<file path="src/rtl/mat_mul_tile_ctrl_pkg.sv">
// mat_mul_pkg: shared types and width helpers for the tiled mat_mul sequencer.
//   mm_ctrl_state_t : controller state encoding
//   MM_LAT_OF(n)    : datapath latency of an n x n tile multiplier
//   AW_OF / TW_OF   : tile-buffer address width / tile-count width for MAX_T
package mat_mul_pkg;

  typedef enum logic [2:0] {
    ST_IDLE   = 3'd0,
    ST_CLEAR  = 3'd1,
    ST_ISSUE  = 3'd2,
    ST_DRAIN  = 3'd3,
    ST_OUTPUT = 3'd4,
    ST_FIN    = 3'd5
  } mm_ctrl_state_t;

  // Adder-tree depth plus one register stage.
  function automatic int MM_LAT_OF(input int n);
    return $clog2(n) + 1;
  endfunction

  function automatic int AW_OF(input int max_t);
    return $clog2(max_t * max_t);
  endfunction

  function automatic int TW_OF(input int max_t);
    return $clog2(max_t) + 1;
  endfunction

endpackage

</file>
<file path="src/rtl/mat_mul_tile_ctrl_if.sv">
// mat_mul_tile_ctrl_if: command, tile-buffer, datapath and result handshake
// signals of the tile controller.
//   master : the controller (drives busy/done/rd_en/addresses/mm_*/out_*/err)
//   slave  : host, buffers, datapath and result consumer
interface mat_mul_tile_ctrl_if #(
  parameter int AW = 6,
  parameter int TW = 4
);
  logic          start;
  logic [TW-1:0] cfg_tiles;
  logic          busy;
  logic          done;
  logic          rd_en;
  logic [AW-1:0] a_addr;
  logic [AW-1:0] b_addr;
  logic          mm_clr;
  logic          mm_valid_in;
  logic          mm_valid_out;
  logic          out_valid;
  logic          out_ready;
  logic [TW-2:0] out_row;
  logic [TW-2:0] out_col;
  logic          err;

  modport master (
    input  start, cfg_tiles, mm_valid_out, out_ready,
    output busy, done, rd_en, a_addr, b_addr, mm_clr, mm_valid_in,
           out_valid, out_row, out_col, err
  );

  modport slave (
    output start, cfg_tiles, mm_valid_out, out_ready,
    input  busy, done, rd_en, a_addr, b_addr, mm_clr, mm_valid_in,
           out_valid, out_row, out_col, err
  );
endinterface

</file>
<file path="src/rtl/mm_tile_addr_gen.sv">
// mm_tile_addr_gen: i/j/k tile counters and incremental tile-buffer addresses.
//   a_addr = i*T + k is built from a row base that steps by T per row;
//   b_addr = k*T + j starts at j and steps by T per k. No multiplier.
// Ports:
//   clk, resetn : clock, synchronous active-high reset
//   tiles_i     : latched tiles-per-side T
//   init_i      : new command, zero all counters
//   load_i      : start of a tile, k=0 and load first addresses
//   step_i      : one operand pair issued, advance k (holds at k=T-1)
//   adv_i       : output tile accepted, advance j then i (row-major)
//   a_addr_o/b_addr_o : registered buffer addresses
//   row_o/col_o : current output tile (i, j)
//   last_k_o    : k == T-1;  last_tile_o : (i, j) == (T-1, T-1)
module mm_tile_addr_gen
  import mat_mul_pkg::*;
#(
  parameter int AW = 6,
  parameter int TW = 4
) (
  input  logic          clk,
  input  logic          resetn,
  input  logic [TW-1:0] tiles_i,
  input  logic          init_i,
  input  logic          load_i,
  input  logic          step_i,
  input  logic          adv_i,
  output logic [AW-1:0] a_addr_o,
  output logic [AW-1:0] b_addr_o,
  output logic [TW-2:0] row_o,
  output logic [TW-2:0] col_o,
  output logic          last_k_o,
  output logic          last_tile_o
);

  logic [TW-2:0] i_q, i_d;
  logic [TW-2:0] j_q, j_d;
  logic [TW-1:0] k_q, k_d;
  logic [AW-1:0] a_base_q, a_base_d;
  logic [AW-1:0] a_addr_q, a_addr_d;
  logic [AW-1:0] b_addr_q, b_addr_d;

  logic [TW-1:0] t_m1_s;
  logic [AW-1:0] t_ext_s;
  logic          last_col_s;
  logic          last_row_s;

  assign t_m1_s     = tiles_i - {{(TW-1){1'b0}}, 1'b1};
  assign t_ext_s    = AW'(tiles_i);
  assign last_k_o   = (k_q == t_m1_s);
  assign last_col_s = ({1'b0, j_q} == t_m1_s);
  assign last_row_s = ({1'b0, i_q} == t_m1_s);

  // Next-state of counters and address pointers.
  always_comb begin
    i_d      = i_q;
    j_d      = j_q;
    k_d      = k_q;
    a_base_d = a_base_q;
    a_addr_d = a_addr_q;
    b_addr_d = b_addr_q;
    if (init_i) begin
      i_d      = {(TW-1){1'b0}};
      j_d      = {(TW-1){1'b0}};
      k_d      = {TW{1'b0}};
      a_base_d = {AW{1'b0}};
      a_addr_d = {AW{1'b0}};
      b_addr_d = {AW{1'b0}};
    end else if (load_i) begin
      k_d      = {TW{1'b0}};
      a_addr_d = a_base_q;
      b_addr_d = AW'(j_q);
    end else if (step_i) begin
      if (!last_k_o) begin
        k_d      = k_q + {{(TW-1){1'b0}}, 1'b1};
        a_addr_d = a_addr_q + {{(AW-1){1'b0}}, 1'b1};
        b_addr_d = b_addr_q + t_ext_s;
      end else begin
        k_d = k_q;
      end
    end else if (adv_i) begin
      if (!last_col_s) begin
        j_d = j_q + {{(TW-2){1'b0}}, 1'b1};
      end else if (!last_row_s) begin
        j_d      = {(TW-1){1'b0}};
        i_d      = i_q + {{(TW-2){1'b0}}, 1'b1};
        a_base_d = a_base_q + t_ext_s;
      end else begin
        // Final tile: controller leaves for FIN, counters are re-zeroed on the next start.
        j_d = j_q;
      end
    end else begin
      k_d = k_q;
    end
  end

  // Counter and address registers.
  always_ff @(posedge clk) begin
    if (resetn) begin
      i_q      <= {(TW-1){1'b0}};
      j_q      <= {(TW-1){1'b0}};
      k_q      <= {TW{1'b0}};
      a_base_q <= {AW{1'b0}};
      a_addr_q <= {AW{1'b0}};
      b_addr_q <= {AW{1'b0}};
    end else begin
      i_q      <= i_d;
      j_q      <= j_d;
      k_q      <= k_d;
      a_base_q <= a_base_d;
      a_addr_q <= a_addr_d;
      b_addr_q <= b_addr_d;
    end
  end

  assign a_addr_o    = a_addr_q;
  assign b_addr_o    = b_addr_q;
  assign row_o       = i_q;
  assign col_o       = j_q;
  assign last_tile_o = last_col_s & last_row_s;

endmodule

</file>
<file path="src/rtl/mat_mul_tile_ctrl.sv">
// mat_mul_tile_ctrl: sequences one mat_mul datapath over a T x T grid of tiles.
// For every output tile it clears the accumulator, issues T operand-tile reads,
// waits for T completions and offers the tile on a valid/ready handshake.
// Ports:
//   clk    : clock
//   resetn : synchronous reset, active HIGH (legacy name)
//   bus    : mat_mul_tile_ctrl_if.master - start/cfg_tiles/busy/done, rd_en and
//            a_addr/b_addr, mm_clr/mm_valid_in/mm_valid_out,
//            out_valid/out_ready/out_row/out_col, sticky err
// All outputs are registered.
module mat_mul_tile_ctrl
  import mat_mul_pkg::*;
#(
  parameter int N      = 2,
  parameter int MAX_T  = 8,
  parameter int MM_LAT = 2,
  parameter int AW     = 6,
  parameter int TW     = 4
) (
  input  logic               clk,
  input  logic               resetn,
  mat_mul_tile_ctrl_if.master bus
);

  localparam logic [2:0] S_IDLE   = ST_IDLE;
  localparam logic [2:0] S_CLEAR  = ST_CLEAR;
  localparam logic [2:0] S_ISSUE  = ST_ISSUE;
  localparam logic [2:0] S_DRAIN  = ST_DRAIN;
  localparam logic [2:0] S_OUTPUT = ST_OUTPUT;
  localparam logic [2:0] S_FIN    = ST_FIN;

  // In flight is bounded by the datapath depth plus the mm_valid_in stage.
  localparam int LAT_MAX = (MM_LAT > MM_LAT_OF(N)) ? MM_LAT : MM_LAT_OF(N);
  localparam int FW      = $clog2(LAT_MAX + 2) + 1;

  localparam logic [TW-1:0] MAX_T_V = TW'(MAX_T);
  localparam logic [TW-1:0] ZERO_T  = {TW{1'b0}};
  localparam logic [TW-1:0] ONE_T   = {{(TW-1){1'b0}}, 1'b1};
  localparam logic [FW-1:0] ZERO_F  = {FW{1'b0}};
  localparam logic [FW-1:0] ONE_F   = {{(FW-1){1'b0}}, 1'b1};
  localparam logic [FW-1:0] MAX_F   = {FW{1'b1}};

  logic [2:0]    state_q, state_d;
  logic [TW-1:0] t_q, t_d;
  logic [TW-1:0] done_cnt_q, done_cnt_d;
  logic [FW-1:0] inflight_q, inflight_d;
  logic          err_q, err_d;
  logic          busy_q, done_q, rd_en_q, mm_clr_q, mvi_q, out_valid_q;

  logic [TW-1:0] cfg_clamped_s;
  logic [TW-1:0] done_cnt_nx_s;
  logic          spur_s;
  logic          init_s, load_s, step_s, adv_s;
  logic          last_k_s, last_tile_s;
  logic [AW-1:0] a_addr_s, b_addr_s;
  logic [TW-2:0] row_s, col_s;

  assign cfg_clamped_s = (bus.cfg_tiles > MAX_T_V) ? MAX_T_V : bus.cfg_tiles;
  assign spur_s        = bus.mm_valid_out && (inflight_q == ZERO_F);
  assign done_cnt_nx_s = (bus.mm_valid_out && (done_cnt_q != {TW{1'b1}}))
                         ? done_cnt_q + ONE_T : done_cnt_q;

  assign init_s = (state_q == S_IDLE) && bus.start;
  assign load_s = (state_q == S_CLEAR);
  assign step_s = (state_q == S_ISSUE);
  assign adv_s  = (state_q == S_OUTPUT) && bus.out_ready;

  mm_tile_addr_gen #(
    .AW (AW),
    .TW (TW)
  ) u_addr_gen (
    .clk         (clk),
    .resetn      (resetn),
    .tiles_i     (t_q),
    .init_i      (init_s),
    .load_i      (load_s),
    .step_i      (step_s),
    .adv_i       (adv_s),
    .a_addr_o    (a_addr_s),
    .b_addr_o    (b_addr_s),
    .row_o       (row_s),
    .col_o       (col_s),
    .last_k_o    (last_k_s),
    .last_tile_o (last_tile_s)
  );

  // Controller state transitions and tile-count latch.
  always_comb begin
    state_d = state_q;
    t_d     = t_q;
    case (state_q)
      S_IDLE: begin
        if (bus.start) begin
          t_d = cfg_clamped_s;
          // A zero-tile command spends its single busy cycle in DRAIN, then FIN.
          state_d = (cfg_clamped_s == ZERO_T) ? S_DRAIN : S_CLEAR;
        end else begin
          state_d = S_IDLE;
        end
      end
      S_CLEAR: state_d = S_ISSUE;
      S_ISSUE: begin
        if (last_k_s) state_d = S_DRAIN;
        else          state_d = S_ISSUE;
      end
      S_DRAIN: begin
        // Look at the count including this cycle's completion to save a cycle.
        if (t_q == ZERO_T)              state_d = S_FIN;
        else if (done_cnt_nx_s == t_q)  state_d = S_OUTPUT;
        else                            state_d = S_DRAIN;
      end
      S_OUTPUT: begin
        if (bus.out_ready) state_d = last_tile_s ? S_FIN : S_CLEAR;
        else               state_d = S_OUTPUT;
      end
      S_FIN:   state_d = S_IDLE;
      default: state_d = S_IDLE;
    endcase
  end

  // In-flight tracking, per-tile completion count and sticky error.
  always_comb begin
    inflight_d = inflight_q;
    case ({mvi_q, bus.mm_valid_out})
      2'b10: begin
        if (inflight_q != MAX_F) inflight_d = inflight_q + ONE_F;
        else                     inflight_d = inflight_q;
      end
      2'b01: begin
        if (inflight_q != ZERO_F) inflight_d = inflight_q - ONE_F;
        else                      inflight_d = ZERO_F;
      end
      default: inflight_d = inflight_q;
    endcase
    if (init_s || load_s) done_cnt_d = ZERO_T;
    else                  done_cnt_d = done_cnt_nx_s;
    err_d = err_q | spur_s;
  end

  // State, counters and registered outputs.
  always_ff @(posedge clk) begin
    if (resetn) begin
      state_q     <= S_IDLE;
      t_q         <= ZERO_T;
      done_cnt_q  <= ZERO_T;
      inflight_q  <= ZERO_F;
      err_q       <= 1'b0;
      busy_q      <= 1'b0;
      done_q      <= 1'b0;
      rd_en_q     <= 1'b0;
      mm_clr_q    <= 1'b0;
      mvi_q       <= 1'b0;
      out_valid_q <= 1'b0;
    end else begin
      state_q     <= state_d;
      t_q         <= t_d;
      done_cnt_q  <= done_cnt_d;
      inflight_q  <= inflight_d;
      err_q       <= err_d;
      busy_q      <= (state_d != S_IDLE) && (state_d != S_FIN);
      done_q      <= (state_d == S_FIN);
      rd_en_q     <= (state_d == S_ISSUE);
      mm_clr_q    <= (state_d == S_CLEAR);
      mvi_q       <= rd_en_q;
      out_valid_q <= (state_d == S_OUTPUT);
    end
  end

  assign bus.busy        = busy_q;
  assign bus.done        = done_q;
  assign bus.rd_en       = rd_en_q;
  assign bus.a_addr      = a_addr_s;
  assign bus.b_addr      = b_addr_s;
  assign bus.mm_clr      = mm_clr_q;
  assign bus.mm_valid_in = mvi_q;
  assign bus.out_valid   = out_valid_q;
  assign bus.out_row     = row_s;
  assign bus.out_col     = col_s;
  assign bus.err         = err_q;

endmodule

</file>
<file path="src/flat_wrapper.sv">
// flat-port wrapper written by rule: the top's interface ports become plain ports
module mat_mul_tile_ctrl_flat import mat_mul_pkg::*;
#(
  parameter int N      = 2,
  parameter int MAX_T  = 8,
  parameter int MM_LAT = 2,
  parameter int AW     = 6,
  parameter int TW     = 4
)
  (clk, resetn, bus_start, bus_cfg_tiles, bus_mm_valid_out, bus_out_ready, bus_busy, bus_done, bus_rd_en, bus_a_addr, bus_b_addr, bus_mm_clr, bus_mm_valid_in, bus_out_valid, bus_out_row, bus_out_col, bus_err);
  mat_mul_tile_ctrl_if #(.AW(AW), .TW(TW)) bus_i ();
  input  logic clk;
  input  logic resetn;
  input wire logic [$bits(bus_i.start)-1:0] bus_start;
  input wire logic [$bits(bus_i.cfg_tiles)-1:0] bus_cfg_tiles;
  input wire logic [$bits(bus_i.mm_valid_out)-1:0] bus_mm_valid_out;
  input wire logic [$bits(bus_i.out_ready)-1:0] bus_out_ready;
  output wire logic [$bits(bus_i.busy)-1:0] bus_busy;
  output wire logic [$bits(bus_i.done)-1:0] bus_done;
  output wire logic [$bits(bus_i.rd_en)-1:0] bus_rd_en;
  output wire logic [$bits(bus_i.a_addr)-1:0] bus_a_addr;
  output wire logic [$bits(bus_i.b_addr)-1:0] bus_b_addr;
  output wire logic [$bits(bus_i.mm_clr)-1:0] bus_mm_clr;
  output wire logic [$bits(bus_i.mm_valid_in)-1:0] bus_mm_valid_in;
  output wire logic [$bits(bus_i.out_valid)-1:0] bus_out_valid;
  output wire logic [$bits(bus_i.out_row)-1:0] bus_out_row;
  output wire logic [$bits(bus_i.out_col)-1:0] bus_out_col;
  output wire logic [$bits(bus_i.err)-1:0] bus_err;
  assign bus_i.start = bus_start;
  assign bus_i.cfg_tiles = bus_cfg_tiles;
  assign bus_i.mm_valid_out = bus_mm_valid_out;
  assign bus_i.out_ready = bus_out_ready;
  assign bus_busy = bus_i.busy;
  assign bus_done = bus_i.done;
  assign bus_rd_en = bus_i.rd_en;
  assign bus_a_addr = bus_i.a_addr;
  assign bus_b_addr = bus_i.b_addr;
  assign bus_mm_clr = bus_i.mm_clr;
  assign bus_mm_valid_in = bus_i.mm_valid_in;
  assign bus_out_valid = bus_i.out_valid;
  assign bus_out_row = bus_i.out_row;
  assign bus_out_col = bus_i.out_col;
  assign bus_err = bus_i.err;
  mat_mul_tile_ctrl #(.N(N), .MAX_T(MAX_T), .MM_LAT(MM_LAT), .AW(AW), .TW(TW)) u_core (.clk(clk), .resetn(resetn), .bus(bus_i));
endmodule
</file>
<file path="config.mk">
export PLATFORM = sky130hd
export DESIGN_NAME = mat_mul_tile_ctrl_flat
export DESIGN_NICKNAME = d
export VERILOG_FILES = /design/src/rtl/mat_mul_tile_ctrl_pkg.sv /design/src/rtl/mat_mul_tile_ctrl_if.sv /design/src/rtl/mm_tile_addr_gen.sv /design/src/rtl/mat_mul_tile_ctrl.sv /design/src/flat_wrapper.sv
export SDC_FILE = /design/constraint.sdc
export NUM_CORES = 1
export LEC_CHECK = 0
export BUFFER_PORTS_ARGS = -buffer_cell sky130_fd_sc_hd__buf_2
export CAP_MARGIN = 5
export CORE_ASPECT_RATIO = 1.5
export CORE_MARGIN = 8
export CORE_UTILIZATION = 46
export DETAILED_ROUTE_END_ITERATION = 16
export HOLD_SLACK_MARGIN = 0.05
export PLACE_DENSITY = 0.65
export RECOVER_POWER = 50
export SLEW_MARGIN = 20
export SYNTH_ARGS = -nofsm -noshare
export SYNTH_HDL_FRONTEND = slang
export SYNTH_SLANG_ARGS = --single-unit
</file>
<file path="constraint.sdc">
create_clock -name clk -period 3.1 [get_ports clk]
set_clock_uncertainty 0.05 [all_clocks]
set_input_delay 0.31 -clock clk [delete_from_list [all_inputs] [get_ports clk]]
set_output_delay 0.31 -clock clk [all_outputs]
set_load 0.005 [all_outputs]
</file>
**Yosys cells after proc, flatten, opt, wreduce, memory -nomap -nowiden**

Cells that the tools add are included.

- $lt $le $gt $ge: 1
- Multipliers: 0
- Reduce and logical (&&, ||, !) cells: 23
- Muxes and demuxes: 21
- Shifts and indexed selects: 0
- Eq/ne operators: 20
- Divide/modulo/power cells: 0
- Add/sub/neg operators: 10
- Bitwise operators: 6

Operator list:

| cell | count |
|---|---|
| 3-bit two-way mux | 12 |
| 6-bit two-way mux | 3 |
| 3-bit one-hot mux with 5 select lines | 1 |
| 6-bit by 4-bit adder with 6-bit output | 2 |
| 3-bit by 1-bit adder with 3-bit output (second input constant) | 3 |
| 3-bit by 2-bit equality test with 1-bit output (second input constant) | 3 |
| 3-bit equality test (second input constant) | 3 |
| 4-bit by 1-bit adder with 4-bit output (second input constant) | 2 |
| 3-bit by 4-bit equality test with 1-bit output | 2 |
| 4-bit equality test | 2 |
| 4-bit zero test | 2 |
| 4-bit two-way mux | 2 |
| 2-bit AND reduction | 4 |
| 6-bit by 1-bit adder with 6-bit output (second input constant) | 1 |
| 3-bit by 1-bit equality test with 1-bit output (second input constant) | 2 |
| 3-bit zero test | 2 |
| 3-bit != test (second input constant) | 2 |
| 3-bit one-hot mux with 2 select lines | 1 |
| 3-bit nonzero test | 2 |
| 1-bit logical AND | 5 |
| 5-bit AND reduction | 1 |
| 4-bit greater-than comparator (second input constant) | 1 |
| 2-bit by 1-bit != test with 1-bit output (second input constant) | 2 |
| 4-bit != test (second input constant) | 1 |
| 15 further kinds | 20 |

- ROM bits: 0
- Memories: 0
- Output and inout port bits: 25
- Bits in latches: 0
- RAM bits: 0
- Logic and storage cells: 99
- Register bits after elaboration: 49

**Longest topological paths before layout**

Gate-level depths: netlist of the first run.

- Depth in word-level cells: 9
- Mapped depth: 10

**Hierarchy**

A second synthesis of the first run with hierarchy kept.

- Cell total of the unflattened synthesis: 327
- Area total of the unflattened synthesis: 2969.1 µm²

Modules (own cells, without submodules):

| module | times used | cells an instance | area each (µm²) | sequential area each (µm²) |
|---|---|---|---|---|
| mm_tile_addr_gen | 1 | 190 | 1766.7 | 560.5 |
| mat_mul_tile_ctrl | 1 | 137 | 1202.4 | 420.4 |

**Least setup slack after synthesis of the first run**

Ideal clock, no wire load.

- Path type: reg2reg
- Start point: register u_core.t_q[0]
- End point: register u_core.u_addr_gen.a_base_q[0]
- Path slack: 861 ps
- Arrival: 2062 ps
- Setup time: 128 ps
- Stages on the path, launching flop included: 10
- Data required time: 2922 ps
- Period minus slack after synthesis: 2239 ps
- Cells stage by stage: dfxtp_1 buf_6 inv_1 ha_1 xnor2_1 o311a_1 o2111ai_2 buf_6 mux2i_1 nor2_1

- Word-level cells in the longest chain between the ends: 4
- Elaborated cells on any way between the ends: 6
- Those cells by class: 2 x add/sub; 2 x eq/ne; 1 x bitwise; 1 x reduce/logical

Ends and longest elaborated chain:

| element | line | RTL |
|---|---|---|
| from (decl) | mat_mul_tile_ctrl.sv:44 | `logic [TW-1:0] t_q, t_d;` |
| from (signal assigned) | mat_mul_tile_ctrl.sv:156 | `t_q <= t_d;` |
| 4-bit by 1-bit subtractor with 4-bit output | mm_tile_addr_gen.sv:47 | `assign t_m1_s = tiles_i - {{(TW-1){1'b0}}, 1'b1};` |
| 3-bit by 4-bit equality test with 1-bit output | mm_tile_addr_gen.sv:51 | `assign last_row_s = ({1'b0, i_q} == t_m1_s);` |
| 1-bit inverter (no line) | - |  |
| 5-bit AND reduction (no line) | - |  |
| to (signal assigned) | mm_tile_addr_gen.sv:102 | `a_base_q <= {AW{1'b0}};` |
| to (signal assigned) | mm_tile_addr_gen.sv:109 | `a_base_q <= a_base_d;` |
| to (decl) | mm_tile_addr_gen.sv:38 | `logic [AW-1:0] a_base_q, a_base_d;` |

Several ways; a longest one is shown, not always the timed one.
A chain may end at the register's enable or synchronous reset.

**Worst setup path after layout of the first run**

- Start point: register u_core.t_q[0]
- End point: register u_core.u_addr_gen.a_base_q[5]

The elaborated chain is that of the path after synthesis.

==> qor.txt, run 1 <==
Status: completed
CTS sink cnt: 49
Die X: 80.9 microns
Ys async rst share: 0%
Nets@finish: 386
Post-synthesis sequential area ratio: 33.7%
Mapped cell area: 2910 sq um
Via count: 2380
Min-Delay Path Depth: 3
Total global routing overflow: 0
XOR/XNOR share of the synthesized area: 10.1%
Commonest non-fill, non-tap cell in the layout: dfxtp_1
Max stage delay on crit path: 610 ps
Filler-free cell count of the finished design: 430
Fin. Hold Viols: 0
Final period utilization: 83.0%
# diodes: 0
DP HPWL: 4770 microns
Synth Area in Adders: 9.98%
CTS Hold Bufs: 0
Port Buffers: 33
Cells after Synth: 326
Detail Route Antenna Nets: 0
Layout cells sized above 1: 14.0%
R2R cell count: 9
Crit Path Class: reg -> reg
Setup TNS: 0 ps
Crit-path cells: inv_1, ha_1, xnor2_1, nor4_4, o2111ai_2, buf_4, nor3b_2, xnor2_1, nor2_1
Syn nets: 357
First-pass GRT wire length: 10400 microns
Syn Area/Cell: 8.92 sq um
DP Area: 3110 sq um
Reg area: 981 sq um
Initial Util: 47.4%
Routed len/inst: 14.3 microns
Slowest-stage cell, CP: dfxtp_1
Reg clk slew, reported paths: 80 ps
Min Tclk post-route: 2570 ps
Postcts setup bufs: 0
Yosys warns: 0
Area Growth Syn to Fin: 10.4%
DRC Markers: 0
PostCTS Resize Cnt: 0
Gpl congestion: 0.770
Post-Synth Simple-Gate Area: 22.2%
Post-synthesis compound-gate area fraction: 14.5%
Fillers: 626
Library cells used by synthesis: 55
Die Y: 113 microns
RSZ-0062 raised after global routing: no
Antenna violations before repair: 0
Total CTS buffers: 5
CTS tree: yes
Tightest Hold Check Type: in -> reg
Crit start category: register
Crit path DAT: 2700 ps
Post-Route WL: 6130 microns
Worst slew pin tran: 1050 ps
Root Buffer: clkbuf_8
Post-synthesis mux area share: 4.86%
Cell area after layout: 3210 sq um
Row cnt: 35
Critical Path RT: 3230 ps
Number of global-route vias before repair: 2285
Most frequent CP cell: xnor2_1
Total track usage: 14.0%
Worst Path Max Fanout: 12
First-pass detailed-route iteration total: 5
Main synth FF type: dfxtp_1
Clk_lat worst skew: 300 ps
Lkg Pwr: 1.30 nW
Seq cells post-synth: 49
Smallest hold slack: 229 ps
Largest family of logic cells by synthesized area: simple AND/OR/NAND/NOR gates
Final Total Pwr: 1.39 mW
Max Cap Viol: 0
Relative slew slack: 29.2%
Most frequent cells in the layout: 49 x dfxtp_1, 36 x nor2_1, 30 x a21oi_1
Core area: 6130 sq um
Pin count of the biggest net entering global routing: 19
Setup crit end kind: register
Peak Freq: 389 MHz
CTS Buffer Depth: 2
Power Density: 433 nW/um^2
# IOs: 34
Fin. max-slew vios: 0
H-tree depth: 2
Die area: 9170 sq um
Placed insts: 422
DRT iter0 DRCs: 118
Area of the multi-input gates: 1780 sq um
Vias per Instance: 5.53
Final setup fails: 0
Peak supply drop: 0.216 mV
Number of flops mapped to enable cells by yosys: 0
state kept, by name, summed over array words and instances (netlist names), 3 cells and up:
| name | count |
|---|---|
| u_core.u_addr_gen.row_o | 3 |
| u_core.inflight_q | 3 |
| u_core.u_addr_gen.a_base_q | 6 |
| u_core.u_addr_gen.k_q | 4 |
| u_core.state_q | 3 |
| u_core.t_q | 4 |
| u_core.u_addr_gen.col_o | 3 |
| u_core.done_cnt_q | 4 |
| u_core.u_addr_gen.b_addr_o | 6 |
| u_core.u_addr_gen.a_addr_o | 6 |
report_power, final:
| part | switching, mW | internal [mW] |
|---|---|---|
| Sequential | 0.0320 | 0.656 |
| Combinational | 0.135 | 0.0979 |
| Clock | 0.205 | 0.263 |
worst max-delay path: cells and delay by family, from the launching register on:
family          cells  cell delay [ps]
xor+xnor            2              310
flops               1              610
compound gates      1              170
fa+ha+maj           1              380
buf+inv             2              360
simple gates        3              570
path summary, 6_finish.rpt:
| path | slack [ps] | endpoint | startpoint |
|---|---|---|---|
| setup / recovery | 530 | u_core.u_addr_gen.a_base_q[5]$_SDFFE_PP0P_ | u_core.t_q[0]$_SDFFE_PP0P_ |
| hold reg to reg | 420 | u_core.bus.mm_valid_in$_SDFF_PP0_ | u_core.bus.rd_en$_SDFF_PP0_ |
| hold / removal | 230 | u_core.t_q[3]$_SDFFE_PP0P_ | bus_cfg_tiles[3] |
| setup reg to reg | 530 | u_core.u_addr_gen.a_base_q[5]$_SDFFE_PP0P_ | u_core.t_q[0]$_SDFFE_PP0P_ |
Yosys cell counts, drive strengths merged (2+ instances only):
master   number  area share [%]
nor3b         6             1.7
o311a         2            0.69
xor2         13             3.9
a211oi        2            0.52
nand4         5             1.1
nand2        18             2.3
fa            2             1.4
nand3         5            0.86
and3          3            0.69
nor2b         6             1.3
ha           20             8.6
and2          2            0.60
clkbuf        9             1.2
o21a          3            0.77
nor4          5             1.6
xnor2        18             5.4
o211ai        2            0.52
a21o          3            0.77
o21ai        14             2.4
a31oi         3             1.1
o2111ai       2            0.82
a21oi        30             5.2
or3b          2            0.60
nor4b         2             1.3
nor3          6             1.2
nor2         37             5.0
nand3b        4             1.0
inv          16             2.1
mux2i        13             4.5
nand2b        6             1.3
dfxtp        49              34
buf           5             1.5
o31a          2            0.60
final cells by class:
cell class                      instances  share of cell area, %
Inverter                               16                   1.87
Tap cell                               74                   2.88
Clock buffer                            7                   2.69
Clock inverter                          1                  0.936
Multi-Input combinational cell        247                   55.6
Timing Repair Buffer                   36                   5.46
Sequential cell                        49                   30.6
layer usage:
metal | wire length [microns] | up-vias | GRT usage, %
li1 | - | 1192 | -
met1 | 2500 | 1156 | 14.1
met2 | 3410 | 23 | 26.8
met3 | 131 | 9 | 2.52
met4 | 91 | 0 | 5.03
met5 | 0 | - | 0
cell families after synthesis:
| logic type | Yosys count |
|---|---|
| DFF | 49 |
| and+or+nand+nor | 112 |
| adders and majority gates | 22 |
| buffers and inverters | 30 |
| muxes | 14 |
| AOI/OAI and AO/OA | 67 |
| xor gates and xnor gates | 32 |
stage by stage:
step | utilization (%) | setup WS (ps)
finish | 52.3 | 527
global route | 52.3 | 319
CTS | 52.7 | 527
detailed placement | 50.8 | 539
global placement | 50.8 | 629
floorplan | - | 861
(Power assumes the default switching activity.)
==> run 2: changes to the inputs <==
Settings changed: PLACE_DENSITY 0.65 to 0.68.
Clock period 3.1 ns to 2.24 ns, I/O delays scaled along.
==> run 2 against run 1 <==
  * Via count down 0.50%
  * Core utilization up 2.7 points
  * Fmax up 20%
  * First-iteration DRC count down 33%
  * Final cell count up 3.0%
  * Critical endpoint is now u_core.bus.out_valid$_SDFF_PP0_
==> qor.txt, run 2 (synthesis gave the netlist of run 1 again) <==
Pin count of the biggest net entering global routing: 19 (unchanged)
Tightest Hold Check Type: in -> reg
Worst slew pin tran: 500 ps (-548 ps)
CTS tree: yes
Area Growth Syn to Fin: 16.0%
Reg clk slew, reported paths: 90 ps (about the same)
DRT iter0 DRCs: 79 (-33%)
# diodes: 0 (unchanged)
Peak supply drop: 0.314 mV (+46%)
Area of the multi-input gates: 1830 sq um (+2.8%)
Die area: 9170 sq um (unchanged)
Fin. max-slew vios: 0 (unchanged)
Setup TNS: 0 ps (unchanged)
Via count: 2368 (-0.50%)
CTS Hold Bufs: 0 (unchanged)
R2r setup slk: 90 ps (-430 ps)
Fillers: 578 (-7.7%)
R2R Path End: u_core.bus.out_valid$_SDFF_PP0_
Reg area: 981 sq um (unchanged)
R2R Path Start: u_core.done_cnt_q[0]$_SDFF_PP0_
Initial Util: 47.4% (unchanged)
Post-Place Worst Slack: 42.9 ps (-496 ps)
Total CTS buffers: 5 (unchanged)
Root Buffer: clkbuf_8
Gpl congestion: 0.817 (+6.1%)
Detail Route Antenna Nets: 0 (unchanged)
Final setup fails: 0 (unchanged)
Min-Delay Path Depth: 3 (unchanged)
Setup crit end kind: register
Min Tclk post-route: 2150 ps (-426 ps)
Crit start category: register
Status: completed
Smallest hold slack: 135 ps (-93.7 ps)
Postcts setup bufs: 0 (unchanged)
Vias per Instance: 5.35 (-3.4%)
Final Total Pwr: 1.98 mW (+43%)
Total track usage: 14.7% (+0.70 points)
Hold EP: u_core.t_q[3]$_SDFFE_PP0P_
Clk_lat worst skew: 300 ps (about the same)
Die Y: 113 microns (unchanged)
Power Density: 588 nW/um^2 (+36%)
Peak Freq: 466 MHz (+20%)
Port Buffers: 33 (unchanged)
Max Cap Viol: 0 (unchanged)
First-pass detailed-route iteration total: 4 (-1)
Routed len/inst: 14.4 microns (+0.80%)
R2R cell count: 7 (-2)
Die X: 80.9 microns (unchanged)
Commonest non-fill, non-tap cell in the layout: dfxtp_1
Final period utilization: 95.8% (+13 points)
# IOs: 34 (unchanged)
First-pass GRT wire length: 10900 microns (+5.3%)
Row cnt: 35 (unchanged)
DRC Markers: 0 (unchanged)
Crit path DAT: 2320 ps (-380 ps)
PostCTS Resize Cnt: 0 (unchanged)
Layout cells sized above 1: 17.6% (+3.6 points)
Post-Route WL: 6370 microns (+3.8%)
Lkg Pwr: 1.37 nW (+5.5%)
Final WS setup: 93.2 ps (-434 ps)
Worst Path Max Fanout: 4 (-8)
Number of global-route vias before repair: 2393 (+4.7%)
Critical Path RT: 2410 ps (-820 ps)
Nets@finish: 399 (+3.4%)
Antenna violations before repair: 0 (unchanged)
Total global routing overflow: 0 (unchanged)
Relative slew slack: 66.5% (+37 points)
Fin. Hold Viols: 0 (unchanged)
DP HPWL: 4850 microns (+1.6%)
CTS Buffer Depth: 2 (unchanged)
Most frequent cells in the layout: 49 x dfxtp_1, 36 x nor2_1, 30 x a21oi_1
CTS sink cnt: 49 (unchanged)
Crit Path Class: reg -> reg
Hold Startpoint: bus_cfg_tiles[3]
H-tree depth: 2 (unchanged)
Core area: 6130 sq um (unchanged)
run 2: layout make-up:
| class | count | area share (%) |
|---|---|---|
| inverters | 16 | 1.78 |
| clock buffers | 7 | 2.56 |
| multi-input cells | 247 | 54.4 |
| well taps | 74 | 2.75 |
| flip-flops and latches | 49 | 29.1 |
| clock inverters | 1 | 0.891 |
| repair buffers | 49 | 8.53 |
run 2: critical path: stages (launching register included):
cell     delay (ps)
dfxtp_1         360
ha_1            250
and4b_1         210
o21a_1          220
nor4_4          290
nand2_1         140
o31a_1          340
nor4b_4         210
run 2: stage by stage:
| stage | cell area (sq um) | cells | utilization [%] |
|---|---|---|---|
| after floorplan | 2910 | 326 | - |
| after global placement | 3230 | 435 | 52.8 |
| after detailed placement | 3230 | 435 | 52.8 |
| after CTS | 3350 | 443 | 54.7 |
| after global routing | 3370 | 443 | 55.0 |
| final | 3370 | 443 | 55.0 |
run 2: layer usage:
layer	wire, microns	global-route usage [%]	vias up
li1	-	-	1227
met2	3530	27.7	36
met1	2560	15.1	1096
met4	123	5.87	0
met5	0	0	-
met3	156	2.44	9
run 2: report_power, final:
group          total, mW  internal (mW)  switching (mW)
clock network      0.654          0.364           0.290
logic              0.378          0.171           0.207
registers          0.950          0.908          0.0424
total               1.98           1.44           0.540
run 2: how the worst max path moves through the flow:
| stage | start | end | slack (ps) | depth (start not counted) |
|---|---|---|---|---|
| 2_1_floorplan | u_core.t_q[0]$_SDFFE_PP0P_ | u_core.u_addr_gen.a_base_q[0]$_SDFFE_PP0P_ | 0.6 | 9 |
| 3_3_place_gp | u_core.done_cnt_q[0]$_SDFF_PP0_ | u_core.bus.out_valid$_SDFF_PP0_ | 90 | 7 |
| 3_5_place_dp | u_core.done_cnt_q[0]$_SDFF_PP0_ | u_core.bus.out_valid$_SDFF_PP0_ | 40 | 7 |
| 4_1_cts | u_core.done_cnt_q[0]$_SDFF_PP0_ | u_core.bus.out_valid$_SDFF_PP0_ | 20 | 7 |
| 5_1_grt | u_core.t_q[1]$_SDFFE_PP0P_ | u_core.u_addr_gen.a_addr_o[3]$_SDFFE_PP0P_ | -40 | 10 |
| 6_report | u_core.done_cnt_q[0]$_SDFF_PP0_ | u_core.bus.out_valid$_SDFF_PP0_ | 90 | 7 |
==> run 3: changes to the inputs <==
Settings changed: PLACE_DENSITY 0.68 to 0.71, RECOVER_POWER 50 to 100.
==> run 3 against run 2 <==
  * Worst setup slack lost 26 ps
  * First-iteration DRC count increased by 34%
  * Design area down 0.89%
  * Flip-flop and latch count stayed put
  * Fmax shrank 1.2%
  * Sequential power hardly changed
  * Hold slack better by 3.6 ps
  * Final cell count is 0.23% higher
  * Non-clock buffer count up 2
  * Wire length is 0.27% higher
  * Clock power fell by 4.4%
  * Global-route usage decreased by 0.15 points
  * Largest power group unchanged
==> qor.txt, run 3 (synthesis gave the netlist of run 1 again) <==
Die Y: 113 microns (unchanged)
Total CTS buffers: 5 (unchanged)
Final Total Pwr: 1.95 mW (-1.7%)
Crit-path cells: ha_1, and4b_1, o21a_1, nor4_4, nand2_1, clkbuf_4, o31ai_1, a21oi_1
Final period utilization: 97.0% (+1.1 points)
Area Growth Syn to Fin: 14.9%
Worst Path Max Fanout: 4 (unchanged)
Number of global-route vias before repair: 2325 (-2.8%)
Pin count of the biggest net entering global routing: 19 (unchanged)
Crit Path Class: reg -> reg
Vias per Instance: 5.43 (+1.5%)
First-pass detailed-route iteration total: 4 (unchanged)
Total global routing overflow: 0 (unchanged)
Peak supply drop: 0.301 mV (-4.0%)
Fillers: 584 (+1.0%)
Crit path DAT: 2310 ps (about the same)
Most frequent cells in the layout: 48 x dfxtp_1, 37 x nor2_1, 30 x a21oi_1
Nets@finish: 401 (+0.50%)
Post-Route WL: 6390 microns (+0.27%)
Max stage delay on crit path: 350 ps (about the same)
Setup crit end kind: register
Root Buffer: clkbuf_8
# diodes: 0 (unchanged)
DRT iter0 DRCs: 106 (+34%)
Detail Route Antenna Nets: 0 (unchanged)
Layout cells sized above 1: 17.6% (-0.048 points)
Port Buffers: 33 (unchanged)
RSZ-0062 raised after global routing: no
Power Density: 583 nW/um^2 (-0.86%)
Antenna violations before repair: 0 (unchanged)
Max Cap Viol: 0 (unchanged)
CTS Hold Bufs: 0 (unchanged)
Peak Freq: 460 MHz (-1.2%)
Reg clk slew, reported paths: 90 ps (about the same)
First-pass GRT wire length: 10800 microns (-1.3%)
Setup TNS: 0 ps (unchanged)
Slowest-stage cell, CP: dfxtp_2
DP HPWL: 4870 microns (+0.42%)
Crit start category: register
Die area: 9170 sq um (unchanged)
Worst slew pin tran: 580 ps (+80.1 ps)
Status: completed
Gpl congestion: 0.835 (+2.3%)
Clk_lat worst skew: 300 ps (about the same)
Initial Util: 47.4% (unchanged)
Relative slew slack: 61.1% (-5.4 points)
CTS tree: yes
Via count: 2409 (+1.7%)
Final setup fails: 0 (unchanged)
CTS Buffer Depth: 2 (unchanged)
Fin. Hold Viols: 0 (unchanged)
Fin. max-slew vios: 0 (unchanged)
CTS sink cnt: 49 (unchanged)
Die X: 80.9 microns (unchanged)
Core area: 6130 sq um (unchanged)
Row cnt: 35 (unchanged)
Routed len/inst: 14.4 microns (about the same)
H-tree depth: 2 (unchanged)
Min Tclk post-route: 2170 ps (+25.7 ps)
Lkg Pwr: 1.37 nW (-0.14%)
DRC Markers: 0 (unchanged)
# IOs: 34 (unchanged)
Commonest non-fill, non-tap cell in the layout: dfxtp_1
Tightest Hold Check Type: in -> reg
Critical Path RT: 2370 ps (-40 ps)
Total track usage: 14.5% (-0.15 points)
## run 3: layout make-up
class	count	area [sq um]	area share, %
Clock buffer	5	68.8	2.06
Clock inverter	2	35.0	1.05
Inverter	16	60.1	1.80
Multi-Input combinational cell	247	1800	54.0
Sequential cell	49	982	29.4
Tap cell	74	92.6	2.77
Timing Repair Buffer	51	299	8.95
## run 3: repair_timing
| item | in CTS | in global routing |
|---|---|---|
| gates resized for setup | 1 | 8 |
| pin swaps | 0 | 3 |
| setup endpoints to repair | 1 | 11 |
| setup buffers | 0 | 1 |
## run 3: worst max-delay path, delay by kind of cell (launching register included)
family | cells | cell delay [ps]
adder cells (fa/ha/maj) | 1 | 240
buffers and inverters | 1 | 150
AND/OR/NAND/NOR | 3 | 660
flip-flops | 1 | 350
AO/OA/AOI/OAI | 3 | 580
## run 3: routing by layer
| metal | part of all wire [%] | vias up | routed length [microns] | track usage [%] |
|---|---|---|---|---|
| met4 | 1.9 | 0 | 123 | 6.35 |
| met3 | 3.1 | 9 | 200 | 2.20 |
| li1 | - | 1227 | - | - |
| met1 | 41 | 1126 | 2600 | 15.4 |
| met2 | 54 | 47 | 3460 | 26.9 |
| met5 | 0 | - | 0 | 0 |
## run 3: per-stage QoR
step / std cells / cell area (sq um) / setup slack (ps) / utilization, % / hold WS, ps
floorplan: 326 / 2910 / 0.559 / - / 310
global placement: 436 / 3240 / 119 / 52.9 / 396
detailed placement: 436 / 3240 / 28.9 / 52.9 / 401
CTS: 443 / 3350 / 49.1 / 54.7 / 131
global route: 444 / 3340 / 0.260 / 54.5 / 153
finish: 444 / 3340 / 67.6 / 54.5 / 139
## run 3: final timing paths
| path | start | endpoint | slack, ps | cells after the start |
|---|---|---|---|---|
| worst max-delay path | u_core.done_cnt_q[0]$_SDFF_PP0_ | u_core.state_q[0]$_SDFF_PP0_ | 70 | 8 |
| worst max register to register | u_core.done_cnt_q[0]$_SDFF_PP0_ | u_core.state_q[0]$_SDFF_PP0_ | 70 | 8 |
| worst min register to register | u_core.bus.rd_en$_SDFF_PP0_ | u_core.bus.mm_valid_in$_SDFF_PP0_ | 420 | 1 |
| worst min-delay path | bus_cfg_tiles[3] | u_core.t_q[3]$_SDFFE_PP0P_ | 140 | 3 |
## run 3: report_power, final
part	total [mW]	leakage [nW]	internal [mW]	switching, mW
registers	0.948	0.398	0.908	0.0396
logic	0.375	0.918	0.168	0.207
clock network	0.625	0.0540	0.325	0.300
total	1.95	1.37	1.40	0.546
